`src/rtl/fifo_rd_stream.sv`:
```
// -----------------------------------------------------------------------------
// fifo_rd_stream
//
// Converts the one-cycle-latency read port of an upstream FIFO into a
// valid/ready stream. A two-entry buffer (head, tail) absorbs the read
// latency so the stream can move one entry per clock in steady state while
// never over-committing: a read is only requested when the buffer is
// guaranteed to have room for the returning word.
//
// Optional feature (compile-time macro):
//   FIFO_RD_STREAM_ERR_CHK_EN  - when defined, an upstream ack that arrives
//                                with no read outstanding sets the sticky
//                                o_err flag. When undefined, o_err is tied
//                                low and stray acks are silently dropped.
//
// Parameters:
//   WIDTH            data width of one entry (must match the upstream FIFO)
//
// Ports:
//   i_clk            clock, all state updates on the rising edge
//   i_rst_n          asynchronous active-low reset
//   i_flush          synchronous flush, shared with the upstream FIFO
//   i_fifo_r_avail   upstream FIFO holds at least one entry
//   o_fifo_r_e       read request to the upstream FIFO
//   i_fifo_r_ack     read issued last cycle was accepted; data valid now
//   i_fifo_r_data    upstream read data
//   o_valid          o_data holds a valid entry
//   o_data           head entry (held, not X, while o_valid is low)
//   i_ready          downstream accepts the head entry this cycle
//   o_count          number of buffered entries, 0..2
//   o_err            sticky protocol error flag
// -----------------------------------------------------------------------------
module fifo_rd_stream #(
  parameter int WIDTH = 32
) (
  input  logic             i_clk,
  input  logic             i_rst_n,
  input  logic             i_flush,
  input  logic             i_fifo_r_avail,
  output logic             o_fifo_r_e,
  input  logic             i_fifo_r_ack,
  input  logic [WIDTH-1:0] i_fifo_r_data,
  output logic             o_valid,
  output logic [WIDTH-1:0] o_data,
  input  logic             i_ready,
  output logic [1:0]       o_count,
  output logic             o_err
);

  // ---------------------------------------------------------------------------
  // State
  // ---------------------------------------------------------------------------
  logic [1:0]       count_reg;
  logic [1:0]       count_next;
  logic             inflight_reg;
  logic             inflight_next;
  logic [WIDTH-1:0] head_reg;
  logic [WIDTH-1:0] head_next;
  logic [WIDTH-1:0] tail_reg;
  logic [WIDTH-1:0] tail_next;

  // ---------------------------------------------------------------------------
  // Handshake decode
  // ---------------------------------------------------------------------------
  logic       pop;
  logic       push;
  logic       issue;
  logic [2:0] occupancy;

  assign o_valid = (count_reg != 2'd0);
  assign pop     = o_valid & i_ready;

  // An ack only carries data if we actually asked for it last cycle; a flush
  // in the same cycle discards the returning word.
  assign push = i_fifo_r_ack & inflight_reg & ~i_flush;

  // Entries already buffered plus the one on its way, minus the one leaving
  // this cycle. Widened to 3 bits so the sum cannot wrap; pop implies
  // count >= 1, so the subtraction never underflows.
  assign occupancy = {1'b0, count_reg} + {2'b00, inflight_reg} - {2'b00, pop};

  // The pop term makes this combinational from i_ready on purpose: freeing a
  // slot and refilling it in the same cycle keeps a full-rate stream with
  // only two entries of storage. i_rst_n gates the request so that nothing
  // is asked of the upstream FIFO while reset is held.
  assign issue = i_rst_n & i_fifo_r_avail & ~i_flush & (occupancy < 3'd2);

  assign o_fifo_r_e = issue;

  // ---------------------------------------------------------------------------
  // Buffer next-state
  // ---------------------------------------------------------------------------
  always_comb begin
    count_next    = count_reg;
    head_next     = head_reg;
    tail_next     = tail_reg;
    inflight_next = issue;

    if (i_flush) begin
      // Flush wins over ack, pop and issue. Data registers keep their stale
      // contents; they are invisible once count is zero.
      count_next    = 2'd0;
      inflight_next = 1'b0;
    end else begin
      unique case ({push, pop})
        2'b10: begin
          // Push only.
          unique case (count_reg)
            2'd0: begin
              head_next  = i_fifo_r_data;
              count_next = 2'd1;
            end
            2'd1: begin
              tail_next  = i_fifo_r_data;
              count_next = 2'd2;
            end
            default: begin
              // Full buffer cannot receive a push because a read is never
              // issued without room; hold state if it ever happens.
              count_next = count_reg;
            end
          endcase
        end
        2'b11: begin
          // Push and pop together; count is unchanged.
          if (count_reg == 2'd1) begin
            head_next = i_fifo_r_data;
          end else begin
            // Count 2: shift tail forward and refill tail. Unreachable given
            // the issue rule, but kept so ordering survives any corner case.
            head_next = tail_reg;
            tail_next = i_fifo_r_data;
          end
        end
        2'b01: begin
          // Pop only. Shifting an unused tail into head is harmless.
          head_next  = tail_reg;
          count_next = count_reg - 2'd1;
        end
        default: begin
          count_next = count_reg;
        end
      endcase
    end
  end

  always_ff @(posedge i_clk or negedge i_rst_n) begin
    if (!i_rst_n) begin
      count_reg    <= 2'd0;
      inflight_reg <= 1'b0;
      head_reg     <= '0;
      tail_reg     <= '0;
    end else begin
      count_reg    <= count_next;
      inflight_reg <= inflight_next;
      head_reg     <= head_next;
      tail_reg     <= tail_next;
    end
  end

  assign o_data  = head_reg;
  assign o_count = count_reg;

  // ---------------------------------------------------------------------------
  // Protocol error detection
  // ---------------------------------------------------------------------------
`ifdef FIFO_RD_STREAM_ERR_CHK_EN
  logic err_reg;
  logic err_next;
  logic stray_ack;

  // An ack with nothing outstanding means the upstream and this block
  // disagree on the read protocol. The word is dropped (push requires
  // inflight) and the condition is latched until reset; flush does not
  // clear it.
  assign stray_ack = i_fifo_r_ack & ~inflight_reg;
  assign err_next  = err_reg | stray_ack;

  always_ff @(posedge i_clk or negedge i_rst_n) begin
    if (!i_rst_n) begin
      err_reg <= 1'b0;
    end else begin
      err_reg <= err_next;
    end
  end

  assign o_err = err_reg;
`else
  // Checking compiled out: stray acks are still dropped by the push rule,
  // they just are not reported.
  assign o_err = 1'b0;
`endif

endmodule

```
`config.mk`:
```
export PLATFORM = sky130hd
export DESIGN_NAME = fifo_rd_stream
export DESIGN_NICKNAME = d
export VERILOG_FILES = /design/src/rtl/fifo_rd_stream.sv
export SDC_FILE = /design/constraint.sdc
export NUM_CORES = 1
export LEC_CHECK = 0
export CAP_MARGIN = 40
export CORE_ASPECT_RATIO = 2
export CORE_MARGIN = 2
export CORE_UTILIZATION = 54
export CTS_BUF_LIST = sky130_fd_sc_hd__clkbuf_2
export DETAILED_ROUTE_END_ITERATION = 8
export PLACE_DENSITY = 0.83
export SYNTH_ARGS = -nofsm -noshare
export SYNTH_HDL_FRONTEND = slang
export SYNTH_SLANG_ARGS = --single-unit
```
`constraint.sdc`:
```
create_clock -name i_clk -period 4.1 [get_ports i_clk]
set_clock_uncertainty 0.15 [all_clocks]
set_input_delay 0.615 -clock i_clk [delete_from_list [all_inputs] [get_ports i_clk]]
set_output_delay 0.615 -clock i_clk [all_outputs]
set_load 0.02 [all_outputs]
```
==> reports/qor.csv <==
stage;metric;value;unit
pwr;power_leakage;1.90;nW
synth;ys_flop_type;dfrtp_1;
cts;root_buffer;clkbuf_2;
synth;fraction_of_the_mapped_netlist_area_in_simple_logic_gates;10.4;%
min_path;hp-class;in -> async;
worst_setup_path;worst-r2r-setup-slack;1.51;ns
cts;insertion_delay;0.50;ns
synth;synth_async_sr_flop_share;100;%
sta;number_of_max_slew_violations_in_the_final_report;0;
cts;numCtsBuffers;9;
sta;clock_period_minus_worst_slack;3.67;ns
cts;post-cts-setup-buffers;0;
worst_setup_path;setup.worst_path.class;reg -> out;
placement;globalplace.congestion;0.829;
placement;port-buffer-count;73;
synth;yosys.area.top_type;dfrtp_1;
sta;maxSlewHeadroom;42.3;%
synth;yosysUniqueCellTypes;35;
worst_setup_path;crit_path_start_kind;flip-flop;
global_routing;grt_use_total;26.4;%
floorplan;core;0.00683;sq mm
pwr;vdd_drop_max;0.326;mV
global_routing;largest_net_degree_at_the_start_of_global_routing;68;
floorplan;die_w;63.0;um
placement;dp_hpwl;6110;um
cts;worst_case_clock_buffer_depth;2;
worst_setup_path;cp.arrival;2.91;ns
sta;holdWs;0.148;ns
sta;setup_total_negative_slack;0;ns
synth;synth-seq-area-share;44.6;%
global_routing;first_global_vias;3375;
run_status;outcome;finished clean;
sta;hold_viol;0;
layout;drive_gt1_share;17.6;%
sta;post_route_fraction_of_the_period_consumed_by_the_critical_path;89.6;%
synth;main_combinational_cell_family_by_area_after_synthesis;compound AO/OA/AOI/OAI gates;
floorplan;num_io_pins;75;
synth;synth_warnings;0;
sta;max_freq;0.272;GHz
layout;mostFrequentLayoutCell;clkdlybuf4s50_1;
synth;post_synth_main_area_contributors;dfrtp_1 45%, a211oi_2 8.0%, a21oi_1 7.1%;
floorplan;initial_core_util;55.0;%
synth;netlist_instances;361;
global_routing;grt_first_pass_wirelength;16000;um
drt;vias;3226;
synth;syn-mean-instance-area;10.4;sq um
synth;synthesis.area;0.00376;sq mm
worst_setup_path;rr_endpoint;tail_reg[1];
synth;synth_compound_gate_area_share;25.9;%
drt;detailedRoute.firstPassIterationCount;4;
synth;syn-num-nets;403;
worst_setup_path;worst_r2r_startpoint;o_count[1];
drt;wl_per_cell;18.8;um
flow_run;cap_violations;0;
layout;antennaDiodeCount;0;
synth;synthesis_stage_register_bit_count;67;
floorplan;rows;43;
cts;numClockSinks;67;
floorplan;floorplan.die.height;122;um
layout;nets;461;
synth;post_synth_fa_ha_maj_area_fraction;1.53;%
sta;timing.final.setup_violations;0;
synth;synth.area.mux_share;11.2;%
worst_setup_path;rr_worst_depth;9;
cts;cts-hold-fix-buffers;0;
worst_setup_path;worstPathRequired;3.34;ns
layout;area_growth_syn_to_layout;21.5;%
cts;cts.htree.levels;3;
synth;count_of_flip_flops_with_a_built_in_enable_after_synthesis;0;
cts;post_cts_resize_count;1;
sta;worst_pin_slew;0.866;ns
worst_setup_path;crit_fanout;12;
drt;antenna_left;0;
synth;synth_largest_type_area_fraction;44.6;%
sta;grt_setup_unrepaired;false;
drt;drc;0;
drt;drtIter0Drc;273;
drt;detail_route.vias_per_cell;6.33;
global_routing;grt_overflow_total;0;
cts;cts_tree;done;
global_routing;grt_antenna_before_repair;0;
cts;clk_pin_slew_worst_paths;0.18;ns
drt;routed_wl;9600;um
pwr;power_density;556;mW/mm^2
pwr;design_power_total;2.54;mW
synth;synth_xor_area_share;0.466;%
layout;most_frequent_cells_in_the_layout;71 x clkdlybuf4s50_1, 65 x dfrtp_1, 53 x a21oi_1, 35 x nand2_1;
worst_setup_path;critical_path.endpoint_type;output port;
floorplan;fp.dieArea;0.00769;sq mm
==> routing by layer <==
metal | wire length (um) | GRT usage [%]
met5 | 0 | 0
met4 | 109 | 10.7
met3 | 534 | 4.52
met2 | 5100 | 46.6
met1 | 3860 | 31.7
==> critical path, cell delays in order (launching register included) <==
cell,delay [ns]
dfrtp_2,0.49
inv_1,0.10
ha_1,0.16
nand2b_4,0.20
inv_2,0.05
ha_1,0.26
nand2b_1,0.15
fa_1,0.49
nand4b_1,0.14
nor2_1,0.14
dlymetal6s2s_1,0.23
==> per-stage QoR <==
stage	setup WS (ns)	util, %	cell area (sq um)	instances
6_report	0.427	66.9	4570	510
5_1_grt	0.217	66.9	4570	510
4_1_cts	0.0200	66.8	4570	510
3_5_place_dp	0.238	66.0	4510	498
3_3_place_gp	0.341	65.4	4470	496
2_1_floorplan	0.607	-	3760	361
==> synthesized netlist by cell type, types with 3 or more instances <==
library cell	n
ha_1	3
mux2_2	21
a211oi_2	24
nand2_1	35
o21ai_0	15
dfrtp_1	67
nor2_1	8
clkbuf_1	17
o41ai_1	26
a21oi_1	53
buf_2	9
buf_4	5
inv_1	3
mux2i_1	6
buf_6	4
mux2_1	11
o32a_1	6
a211oi_1	3
nor2b_1	26
==> how the worst max path moves through the flow <==
stage	cells past startpoint	from	slack, ns	end
final	10	o_count[1]	0.43	o_fifo_r_e
after global routing	10	o_count[1]	0.22	o_fifo_r_e
after CTS	10	o_count[1]	0.02	o_fifo_r_e
after detailed placement	9	i_ready	0.24	o_fifo_r_e
after global placement	9	i_ready	0.34	o_fifo_r_e
after floorplan	11	o_count[1]	0.61	o_fifo_r_e
==> report_power, final <==
group | internal, mW | switching (mW)
combinational | 0.550 | 0.679
clock | 0.0658 | 0.215
sequential | 0.881 | 0.149
total | 1.50 | 1.04
==> layout make-up <==
class                           instances  area, sq um
Sequential cell                        67         1680
Multi-Input combinational cell        252         1870
Clock inverter                          2         7.51
Timing Repair Buffer                   84          831
Tap cell                               90          113
Fill cell                             566         2260
Inverter                                5         18.8
Clock buffer                           10         50.0
==> kinds of logic after synthesis <==
group / after synthesis
xor gates and xnor gates: 2
buffers and inverters: 42
and+or+nand+nor: 77
muxes: 38
DFF: 67
other: 1
adders and majority gates: 4
AOI/OAI and AO/OA: 130
Power figures use the tool's default switching activity.
